$ cat src/rtl/signal_period_meter.sv
// Measures period and high time of a slow asynchronous input in CLK cycles.
// Input is synchronised and glitch-filtered; a stall flag is raised when no rising edge arrives in time.
module signal_period_meter #(
    parameter int CNT_W       = 24,
    parameter int TIMEOUT_CYC = 5_000_000,
    parameter int FILT_LEN    = 4
) (
    input  logic             CLK,
    input  logic             RST_N,
    input  logic             EN,
    input  logic             SIG_IN,
    output logic [CNT_W-1:0] PERIOD,
    output logic [CNT_W-1:0] HIGH_TIME,
    output logic             PERIOD_VALID,
    output logic             STALL
);

    localparam int FILT_W = (FILT_LEN < 2) ? 1 : $clog2(FILT_LEN);
    localparam logic [FILT_W-1:0] FILT_LAST = FILT_W'(FILT_LEN - 1);
    localparam logic [CNT_W-1:0]  TIMEOUT   = CNT_W'(TIMEOUT_CYC);
    localparam logic [CNT_W-1:0]  CNT_ONE   = CNT_W'(1);

    typedef enum logic [1:0] {
        S_IDLE,
        S_MEASURE,
        S_STALLED
    } state_t;

    state_t             state_q, state_d;
    logic               sync1_q, sync1_d;
    logic               sync2_q, sync2_d;
    logic               filt_q, filt_d;
    logic               filt_prev_q, filt_prev_d;
    logic [FILT_W-1:0]  filt_cnt_q, filt_cnt_d;
    logic [CNT_W-1:0]   cnt_q, cnt_d;
    logic [CNT_W-1:0]   shadow_q, shadow_d;
    logic [CNT_W-1:0]   period_q, period_d;
    logic [CNT_W-1:0]   high_q, high_d;
    logic               valid_q, valid_d;
    logic               stall_q, stall_d;
    logic               rise, fall;

    // Filter: flip only after FILT_LEN consecutive samples disagree with the current level
    always_comb begin
        sync1_d     = SIG_IN;
        sync2_d     = sync1_q;
        filt_prev_d = filt_q;
        filt_d      = filt_q;
        filt_cnt_d  = '0;
        if (sync2_q != filt_q) begin
            if (filt_cnt_q == FILT_LAST) begin
                filt_d = sync2_q;
            end else begin
                filt_cnt_d = filt_cnt_q + 1'b1;
            end
        end
    end

    assign rise = filt_q & ~filt_prev_q;
    assign fall = ~filt_q & filt_prev_q;

    always_comb begin
        state_d  = state_q;
        cnt_d    = cnt_q;
        shadow_d = shadow_q;
        period_d = period_q;
        high_d   = high_q;
        valid_d  = 1'b0;
        stall_d  = stall_q;
        if (!EN) begin
            state_d  = S_IDLE;
            cnt_d    = '0;
            shadow_d = '0;
        end else begin
            case (state_q)
                S_IDLE, S_STALLED: begin
                    cnt_d = '0;
                    if (rise) begin
                        state_d  = S_MEASURE;
                        cnt_d    = CNT_ONE;
                        shadow_d = '0;
                    end
                end
                S_MEASURE: begin
                    if (rise) begin
                        period_d = cnt_q;
                        high_d   = shadow_q;
                        valid_d  = 1'b1;
                        stall_d  = 1'b0;
                        cnt_d    = CNT_ONE;
                        shadow_d = '0;
                    end else if (cnt_q == TIMEOUT) begin
                        state_d  = S_STALLED;
                        cnt_d    = '0;
                        period_d = '0;
                        high_d   = '0;
                        stall_d  = 1'b1;
                    end else begin
                        cnt_d = cnt_q + CNT_ONE;
                        if (fall) begin
                            shadow_d = cnt_q;
                        end
                    end
                end
                default: begin
                    state_d = S_IDLE;
                    cnt_d   = '0;
                end
            endcase
        end
    end

    always_ff @(posedge CLK or negedge RST_N) begin
        if (!RST_N) begin
            state_q     <= S_IDLE;
            sync1_q     <= 1'b0;
            sync2_q     <= 1'b0;
            filt_q      <= 1'b0;
            filt_prev_q <= 1'b0;
            filt_cnt_q  <= '0;
            cnt_q       <= '0;
            shadow_q    <= '0;
            period_q    <= '0;
            high_q      <= '0;
            valid_q     <= 1'b0;
            stall_q     <= 1'b0;
        end else begin
            state_q     <= state_d;
            sync1_q     <= sync1_d;
            sync2_q     <= sync2_d;
            filt_q      <= filt_d;
            filt_prev_q <= filt_prev_d;
            filt_cnt_q  <= filt_cnt_d;
            cnt_q       <= cnt_d;
            shadow_q    <= shadow_d;
            period_q    <= period_d;
            high_q      <= high_d;
            valid_q     <= valid_d;
            stall_q     <= stall_d;
        end
    end

    assign PERIOD       = period_q;
    assign HIGH_TIME    = high_q;
    assign PERIOD_VALID = valid_q;
    assign STALL        = stall_q;

endmodule
$ cat config.mk
export PLATFORM = sky130hd
export DESIGN_NAME = signal_period_meter
export DESIGN_NICKNAME = d
export VERILOG_FILES = /design/src/rtl/signal_period_meter.sv
export SDC_FILE = /design/constraint.sdc
export NUM_CORES = 1
export LEC_CHECK = 0
export BUFFER_PORTS_ARGS = -buffer_cell sky130_fd_sc_hd__buf_4
export CAP_MARGIN = 0
export CORE_MARGIN = 3
export CORE_UTILIZATION = 25
export DETAILED_ROUTE_END_ITERATION = 8
export GPL_TIMING_DRIVEN = 0
export SYNTH_ARGS = -nofsm -noshare
export SYNTH_HDL_FRONTEND = slang
export SYNTH_SLANG_ARGS = --single-unit
$ cat constraint.sdc
create_clock -name CLK -period 2.1 [get_ports CLK]
set_input_delay 0.21 -clock CLK [delete_from_list [all_inputs] [get_ports CLK]]
set_output_delay 0.21 -clock CLK [all_outputs]
set_load 0.02 [all_outputs]
# After elaboration in Yosys (flattened, before gate mapping)
# Index checks and enable logic that the tools add are counted.
# classes
bitwise_logic,4
add_sub_neg,2
n_eq_ne,11
mux,26
n_reduce_logical,7
# op_table
operator,n
24-bit 2-to-1 mux,11
24-bit one-hot mux with 2 select lines,2
"24-bit by 1-bit adder with 24-bit output, second input constant",1
"24-bit by 23-bit == test with 1-bit output, second input constant",1
2-bit 2-to-1 mux,6
"3-bit != test, second input constant",3
"4-bit != test, second input constant",2
1-bit 2-to-1 mux,6
3-bit AND reduction,2
"2-bit == test, second input constant",2
2-bit one-hot mux with 2 select lines,1
4-bit AND reduction,1
"3-bit by 1-bit != test with 1-bit output, second input constant",1
"2-bit by 1-bit adder with 2-bit output, second input constant",1
1-bit AND,2
"2-bit by 1-bit == test with 1-bit output, second input constant",1
2-bit zero test,1
1-bit NOT,2
2-bit AND reduction,1
2-bit nonzero test,1
2-bit OR reduction,1
1-bit != test,1
# word_totals
elab_cells,62
output_inout_bits,50
register_bits,106
input_bits,4

# Depth between registers and ports, before layout
# Gate-level depths: netlist (run 1).
# logic_depth
depth_word,7
ltp_mapped,8
mapped_depth_nobuf,6

# Worst setup path before layout (run 1)
# Ideal clock, no wire load.
# synth_timing
kind,register -> register
startpoint,register cnt_q[0]
endpoint,"register period_q[0], in the netlist PERIOD[0]"
arrival_time_ns,1.792
period_less_slack_ns,1.924
slack_ns,0.176
t_required_ns,1.968
setup_ns,0.132
path_buffers,2
stages_incl_launch_ff,9
path_cell_list,dfrtp_1 -> inv_1 -> ha_1 -> nor4bb_1 -> nand4_1 -> nor3_2 -> buf_4 -> buf_4 -> o22ai_1
# synth_via
elab_chain_len,3
elab_cells_between_ends,4
cone_classes,eq/ne: 1; mux: 1; reduce/logical: 2
# synth_lines
element,line,text
from (decl),35,"logic [CNT_W-1:0] cnt_q, cnt_d;"
from (signal assigned),134,cnt_q <= cnt_d;
24-bit by 23-bit == test with 1-bit output,92,end else if (cnt_q == TIMEOUT) begin
2-bit nonzero test (no line),-,
3-bit AND reduction (no line),-,
to (signal assigned),136,period_q <= period_d;
to (decl),37,"logic [CNT_W-1:0] period_q, period_d;"
# Parallel ways exist; a longest one is shown, timed or not.
# A chain may end at the register's enable or synchronous reset.

# Final worst setup path (run 1)
# layout_timing
startpoint,register cnt_q[0]
endpoint,register cnt_q[20]
# layout_via
elab_chain_len,5
elab_cells_between_ends,6
cone_classes,add/sub: 1; eq/ne: 1; mux: 4
# layout_lines
element,line,text
24-bit by 1-bit adder with 24-bit output / 24-bit by 23-bit == test with 1-bit output (equally long branches),"99, 92",
24-bit 2-to-1 mux (*),92,
24-bit 2-to-1 mux (*),85,if (rise) begin
24-bit one-hot mux with 2 select lines (*),75,case (state_q)
24-bit 2-to-1 mux (*),70,if (!EN) begin
via cnt_d[20],35,
# The timed path passes the listed nets; every way through them passes the cells marked *.

==> flow_metrics.tcl, run 1 <==
set metrics [dict create \
    numCtsBuffers 9 \
    max-cap-violations 0 \
    pwr-share-comb_pct 10.7 \
    cts_tree "built" \
    syn-cell-area_um2 4460 \
    power_uw 4340 \
    synthArstFlopShare_pct 100 \
    clkPwrFrac_pct 39.7 \
    dr.first_iter.drc_count 234 \
    nNetsFinal 516 \
    via_per_inst 4.68 \
    ys.flop_type "dfrtp_1" \
    synth_cell_type_count 49 \
    grtUsageTotal_pct 11.9 \
    hold_class "in2reg" \
    final_cells 738 \
    place_hpwl_mm 8.40 \
    ios 54 \
    p_int_uw 3280 \
    grt_max_degree 107 \
    tightestPinTransition_ps 445 \
    crit_path_end_kind "register" \
    synth_edf_count 0 \
    die_w_um 140 \
    clock_sinks 106 \
    slew_headroom_pct 70.4 \
    die_h_um 140 \
    drive_gt1_share_pct 21.4 \
    ys_ff_latch 106 \
    muxShareOfSynthArea_pct 0.253 \
    min_period_ps 2020 \
    finalSetupViolCount 0 \
    drcViolationCount 0 \
    synth_compound_area_share_pct 14.3 \
    grt_pass1_wl_mm 18.6 \
    syn_avg_cell_area_um2 10.2 \
    clockBufferDepth 2 \
    path_class "reg2reg" \
    yosysSeqAreaShare_pct 59.5 \
    setup_tns_ps 0 \
    drt_first_pass_iters 4 \
    p_sw_uw 1060 \
    drt-total-wl_mm 11.6 \
    coreArea_um2 17400 \
    fin_util_pct 32.4 \
    rr_worst_depth 7 \
    min_from "EN" \
    powerDensity_nw_per_um2 771 \
    synthAdderAreaFrac_pct 0.842 \
    synth_nets 442 \
    switching_share_pct 24.5 \
    hold_viol 0 \
    diodes 0 \
    crit_required_ps 2360 \
    leakage_uw 0.00247 \
    ctsRootBufferMaster "clkbuf_16" \
    dpl.cell_count 713 \
    max_freq_ghz 0.496 \
    synth-xor-area-share_pct 2.75 \
    rows 48 \
    final.period_utilization_pct 96.1 \
    gp_congestion 0.858 \
    status "complete, no violations" \
    reg2reg_to "cnt_q[20]" \
    rsz0062_at_grt "no" \
    antenna_left 0 \
    r2r_start "cnt_q[0]" \
    routedWlPerCell_um 15.7 \
    antenna_found_initial 0 \
    cp-start-kind "register" \
    grt_pass1_vias 3418 \
    ir_worst_vdd_mv 0.379 \
    area_delta_synth_final_pct 26.2 \
    p_seq_share_pct 49.6 \
    finalClockSkew_ps 7.21 \
    h-tree-depth 3 \
    critical_path_arrival_ps 2280 \
    pre_cts_slack_ps -639 \
    path_clk_slew_ps 70 \
    reg2reg_slack_ps 80 \
    die-area_um2 19500 \
    yosys.area_share.simple_pct 18.6 \
    port-buffer-count 53 \
    vias 3454 \
    start_util_pct 25.7 \
    synth_top_family_by_area "simple AND/OR/NAND/NOR gates" \
    synthCells 435 \
    min_path_cells 3 \
    holdPathEnd "state_q[0]" \
    ys_warn_count 0 \
    grt.overflow.total 0 \
    drv_slew 0 \
    clk_latency_ps 340 \
    cp_max_fo 9 \
    setup_slack_ps 82.8 \
]
## layout by cell type, fill, tap and decap left out, types with 2 or more instances in the layout
cell and instances:
or3_1 2, clkbuf_2 8, nor4_1 4, nand4_2 2
or2_1 2, nand4_1 3, nor3_1 4, clkbuf_1 7
and3_1 4, nor2_1 19, nand2_1 100, nor2b_1 4
nand4b_1 2, buf_6 3, a22o_1 24, clkbuf_16 9
o22ai_1 7, or4_1 6, o31ai_1 6, ha_1 3
nand3_1 10, o21ai_0 41, inv_1 7, dfrtp_2 4
a21oi_1 10, o21ai_1 3, buf_4 62, clkbuf_8 3
dfrtp_1 102, xnor2_1 13, dlygate4sd3_1 2, buf_2 5
buf_1 3, nand2b_1 2
## cell families after synthesis
logic type | count (synthesis)
XOR/XNOR | 14
AO/OA/AOI/OAI | 100
flip-flops | 106
adder cells (fa/ha/maj) | 3
multiplexers | 1
buffers and inverters | 37
AND/OR/NAND/NOR | 174
## worst max path at each step
stage                     startpoint        end  slack (ps)  depth (start not counted)
after floorplan             cnt_q[0]  PERIOD[0]         180                          8
after global placement      cnt_q[0]  PERIOD[8]        -580                          8
after detailed placement    cnt_q[0]  PERIOD[1]        -640                          8
after CTS                   cnt_q[0]  PERIOD[1]           9                          9
after global routing       cnt_q[20]  PERIOD[1]         0.9                          8
final                       cnt_q[0]  cnt_q[20]          80                          7
## power groups by stage
stage | clock (uW) | combinational [uW] | sequential, uW
after floorplan | 0 | 258 | 2200
after global placement | 0 | 407 | 2190
after detailed placement | 0 | 423 | 2200
after CTS | 1760 | 463 | 2150
after global routing | 1840 | 523 | 2160
final | 1720 | 466 | 2150
## cell usage after synthesis (2+ instances only)
cell type / n / area, um^2
a21oi_1: 11 / 55.1
a22o_1: 24 / 210
and3_1: 4 / 25.0
buf_1: 3 / 11.3
buf_2: 7 / 35.0
buf_4: 3 / 22.5
clkbuf_1: 13 / 48.8
dfrtp_1: 106 / 2650
ha_1: 3 / 37.5
inv_1: 8 / 30.0
nand2_1: 100 / 375
nand2b_1: 2 / 12.5
nand3_1: 10 / 50.1
nand4_1: 3 / 18.8
nand4_2: 2 / 25.0
nand4b_1: 2 / 17.5
nor2_1: 19 / 71.3
nor2b_1: 4 / 25.0
nor3_1: 4 / 20.0
nor4_1: 4 / 25.0
nor4b_1: 2 / 17.5
o21ai_0: 41 / 205
o21ai_1: 4 / 20.0
o22ai_1: 7 / 43.8
o31ai_1: 6 / 45.0
or2_1: 2 / 12.5
or3_1: 2 / 12.5
or4_1: 6 / 45.0
xnor2_1: 13 / 114
## registers in the layout, indices dropped and copies added, names as in the netlist
name	flops
HIGH_TIME	24
PERIOD	24
PERIOD_VALID	1
STALL	1
cnt_q	24
filt_cnt_q	2
filt_prev_d	1
filt_prev_q	1
shadow_q	24
state_q	2
sync1_q	1
sync2_q	1
## metrics by stage
stage	hold WS (ps)	area (um^2)
floorplan	-85.6	4460
global placement	327	5140
detailed placement	324	5140
CTS	135	5560
global route	164	5630
finish	149	5630
## final cells by class
cell class	count	area, um^2
Fill cell	1777	11700
Multi-Input combinational cell	292	1690
Buffer	28	159
Clock buffer	13	270
Inverter	9	33.8
Clock inverter	2	35.0
Sequential cell	106	2660
Timing Repair Buffer	63	502
Tap cell	225	282
## worst max-delay path, cell delays in order (launching register included)
cell and delay, ps:
dfrtp_2 370, buf_4 130, ha_1 230, nand3_4 130
or2_1 260, buf_6 140, or4_1 490, a21oi_1 180
## layer usage
| metal | part of all wire (%) | GRT usage [%] | wire, um |
|---|---|---|---|
| met4 | 1.0 | 3.14 | 116 |
| met2 | 47 | 19.2 | 5450 |
| met5 | 0 | 0 | 0 |
| met3 | 5.6 | 3.16 | 650 |
| met1 | 46 | 16.1 | 5330 |
## repair_timing
action                     4_1_cts  5_1_grt
hold buffers                     1        1
buffers inserted                 7        0
pin swaps                        3        3
hold endpoints to repair         1       44
setup endpoints to repair       89       72
resized for setup               17       11
(Power assumes the default switching activity.)
==> run 2: changes to the inputs <==
--- a/config.mk
+++ b/config.mk
@@ -8,9 +8,11 @@
 export BUFFER_PORTS_ARGS = -buffer_cell sky130_fd_sc_hd__buf_4
 export CAP_MARGIN = 0
 export CORE_MARGIN = 3
-export CORE_UTILIZATION = 25
+export CORE_UTILIZATION = 50
 export DETAILED_ROUTE_END_ITERATION = 8
 export GPL_TIMING_DRIVEN = 0
+export PLACE_DENSITY = 0.7
 export SYNTH_ARGS = -nofsm -noshare
 export SYNTH_HDL_FRONTEND = slang
 export SYNTH_SLANG_ARGS = --single-unit
+export TNS_END_PERCENT = 1
==> run 2 against run 1 <==
Against the previous run: global-route usage grew 9.5 points; clock power decreased by 30%; power decreased by 12%; first-iteration DRC count increased by 13%; critical path depth shrank 2; cell area decreased by 4.7%; largest power group unchanged.
==> flow_metrics.tcl, run 2 (synthesized netlist as in run 1, its figures left out) <==
set metrics [dict create \
    cts_tree "built" \
    die-area_um2 10100 \
    ir_worst_vdd_mv 0.359 \
    cp_max_fo 8 \
    slew_headroom_pct 64.4 \
    diodes 0 \
    fillers 713 \
    grt_pass1_wl_mm 17.1 \
    die_w_um 100 \
    clockBufferDepth 2 \
    max-cap-violations 0 \
    final_cell_mix "104 x dfrtp_1, 100 x nand2_1, 60 x buf_4, 39 x o21ai_0, 24 x a22o_1" \
    grt_pass1_vias 3376 \
    die_h_um 100 \
    ios 54 \
    nNetsFinal 514 \
    drcViolationCount 0 \
    critical_path_arrival_ps 2340 \
    pre_cts_slack_ps -346 \
    min_period_ps 2050 \
    h-tree-depth 3 \
    rows 33 \
    max_freq_ghz 0.488 \
    clk_latency_ps 360 \
    leakage_uw 0.00241 \
    place_hpwl_mm 7.05 \
    drt-total-wl_mm 10.3 \
    final.period_utilization_pct 97.5 \
    numCtsBuffers 9 \
    powerDensity_nw_per_um2 710 \
    final_common_cell "dfrtp_1" \
    gp_congestion 0.824 \
    setup_slack_ps 52.2 \
    hold_viol 0 \
    port-buffer-count 53 \
    tightestPinTransition_ps 534 \
    grt.overflow.total 0 \
    drv_slew 0 \
    finalSetupViolCount 0 \
    placed_area_um2 4990 \
    antenna_found_initial 0 \
    rsz0062_at_grt "yes" \
    dr.first_iter.drc_count 264 \
    ctsRootBufferMaster "clkbuf_8" \
    cp-start-kind "register" \
    power_uw 3810 \
    via_per_inst 5.61 \
    hold_class "in2reg" \
    coreArea_um2 8420 \
    vias 3461 \
    grt_max_degree 107 \
    fin_util_pct 63.7 \
    drt_first_pass_iters 4 \
    finalClockSkew_ps 10.9 \
    antenna_left 0 \
    area_delta_synth_final_pct 20.4 \
    path_clk_slew_ps 110 \
    clock_sinks 106 \
    crit_required_ps 2390 \
    routedWlPerCell_um 16.8 \
    hold_slack_ps 125 \
    design_area_um2 5360 \
    crit_path_end_kind "register" \
    reg2reg_slack_ps 50 \
    grtUsageTotal_pct 21.5 \
    status "complete, no violations" \
    path_class "reg2reg" \
    start_util_pct 52.9 \
    drive_gt1_share_pct 21.3 \
]
-- run 2: cell types whose count changed in the layout (fill, tap and decap cells not counted), sizes merged --
cell	delta
clkinv	+2
buf	-2
inv	+3
bufinv	-1
clkbuf	-3
-- run 2: power breakdown --
part | switching, uW | internal (uW)
Clock | 735 | 460
Combinational | 299 | 155
Sequential | 57.4 | 2100
-- run 2: what timing repair did --
action | in CTS | in global routing
gates resized for setup | 15 | 19
setup buffers | 2 | 3
hold buffers | 1 | 1
endpoints found under the hold margin | 1 | 106
endpoints found under the setup margin | 89 | 85
pin swaps | 3 | 5
-- run 2: final cells by class --
class,instances,area [um^2],area share [%]
tap,105,131,2.45
multi-input combinational,292,1710,31.9
clock inverter,6,57.6,1.07
inverter,9,36.3,0.676
sequential,106,2660,49.5
buffer,28,159,2.96
timing repair buffer,61,487,9.07
clock buffer,10,128,2.38
-- run 2: critical path, stage by stage, from the launching register on --
cell and delay [ps]:
dfrtp_1 600, nand4_2 310, or2_1 280, clkbuf_1 190
or4_1 440, a21oi_1 160
-- run 2: final timing paths --
check | from | end | cells past startpoint
worst max-delay path | cnt_q[3] | cnt_q[17] | 5
worst min-delay path | EN | cnt_q[0] | 3
worst max register to register | cnt_q[3] | cnt_q[17] | 5
worst min register to register | sync1_q | sync2_q | 0
max in group asynchronous | RST_N | cnt_q[0] | 3
min in group asynchronous | RST_N | HIGH_TIME[3] | 3
-- run 2: routing by layer --
metal	vias up	GRT usage [%]	routed length [um]
met5	-	0	0
met4	0	8.29	185
met3	14	3.34	563
met1	1682	30.6	4720
met2	106	33.3	4880
li1	1659	-	-
-- run 2: metrics by stage --
stage / TNS (ps) / cells
after floorplan: 0 / 435
after global placement: -12440 / 593
after detailed placement: -14250 / 593
after CTS: 0 / 612
after global routing: -76.0 / 617
final: 0 / 617
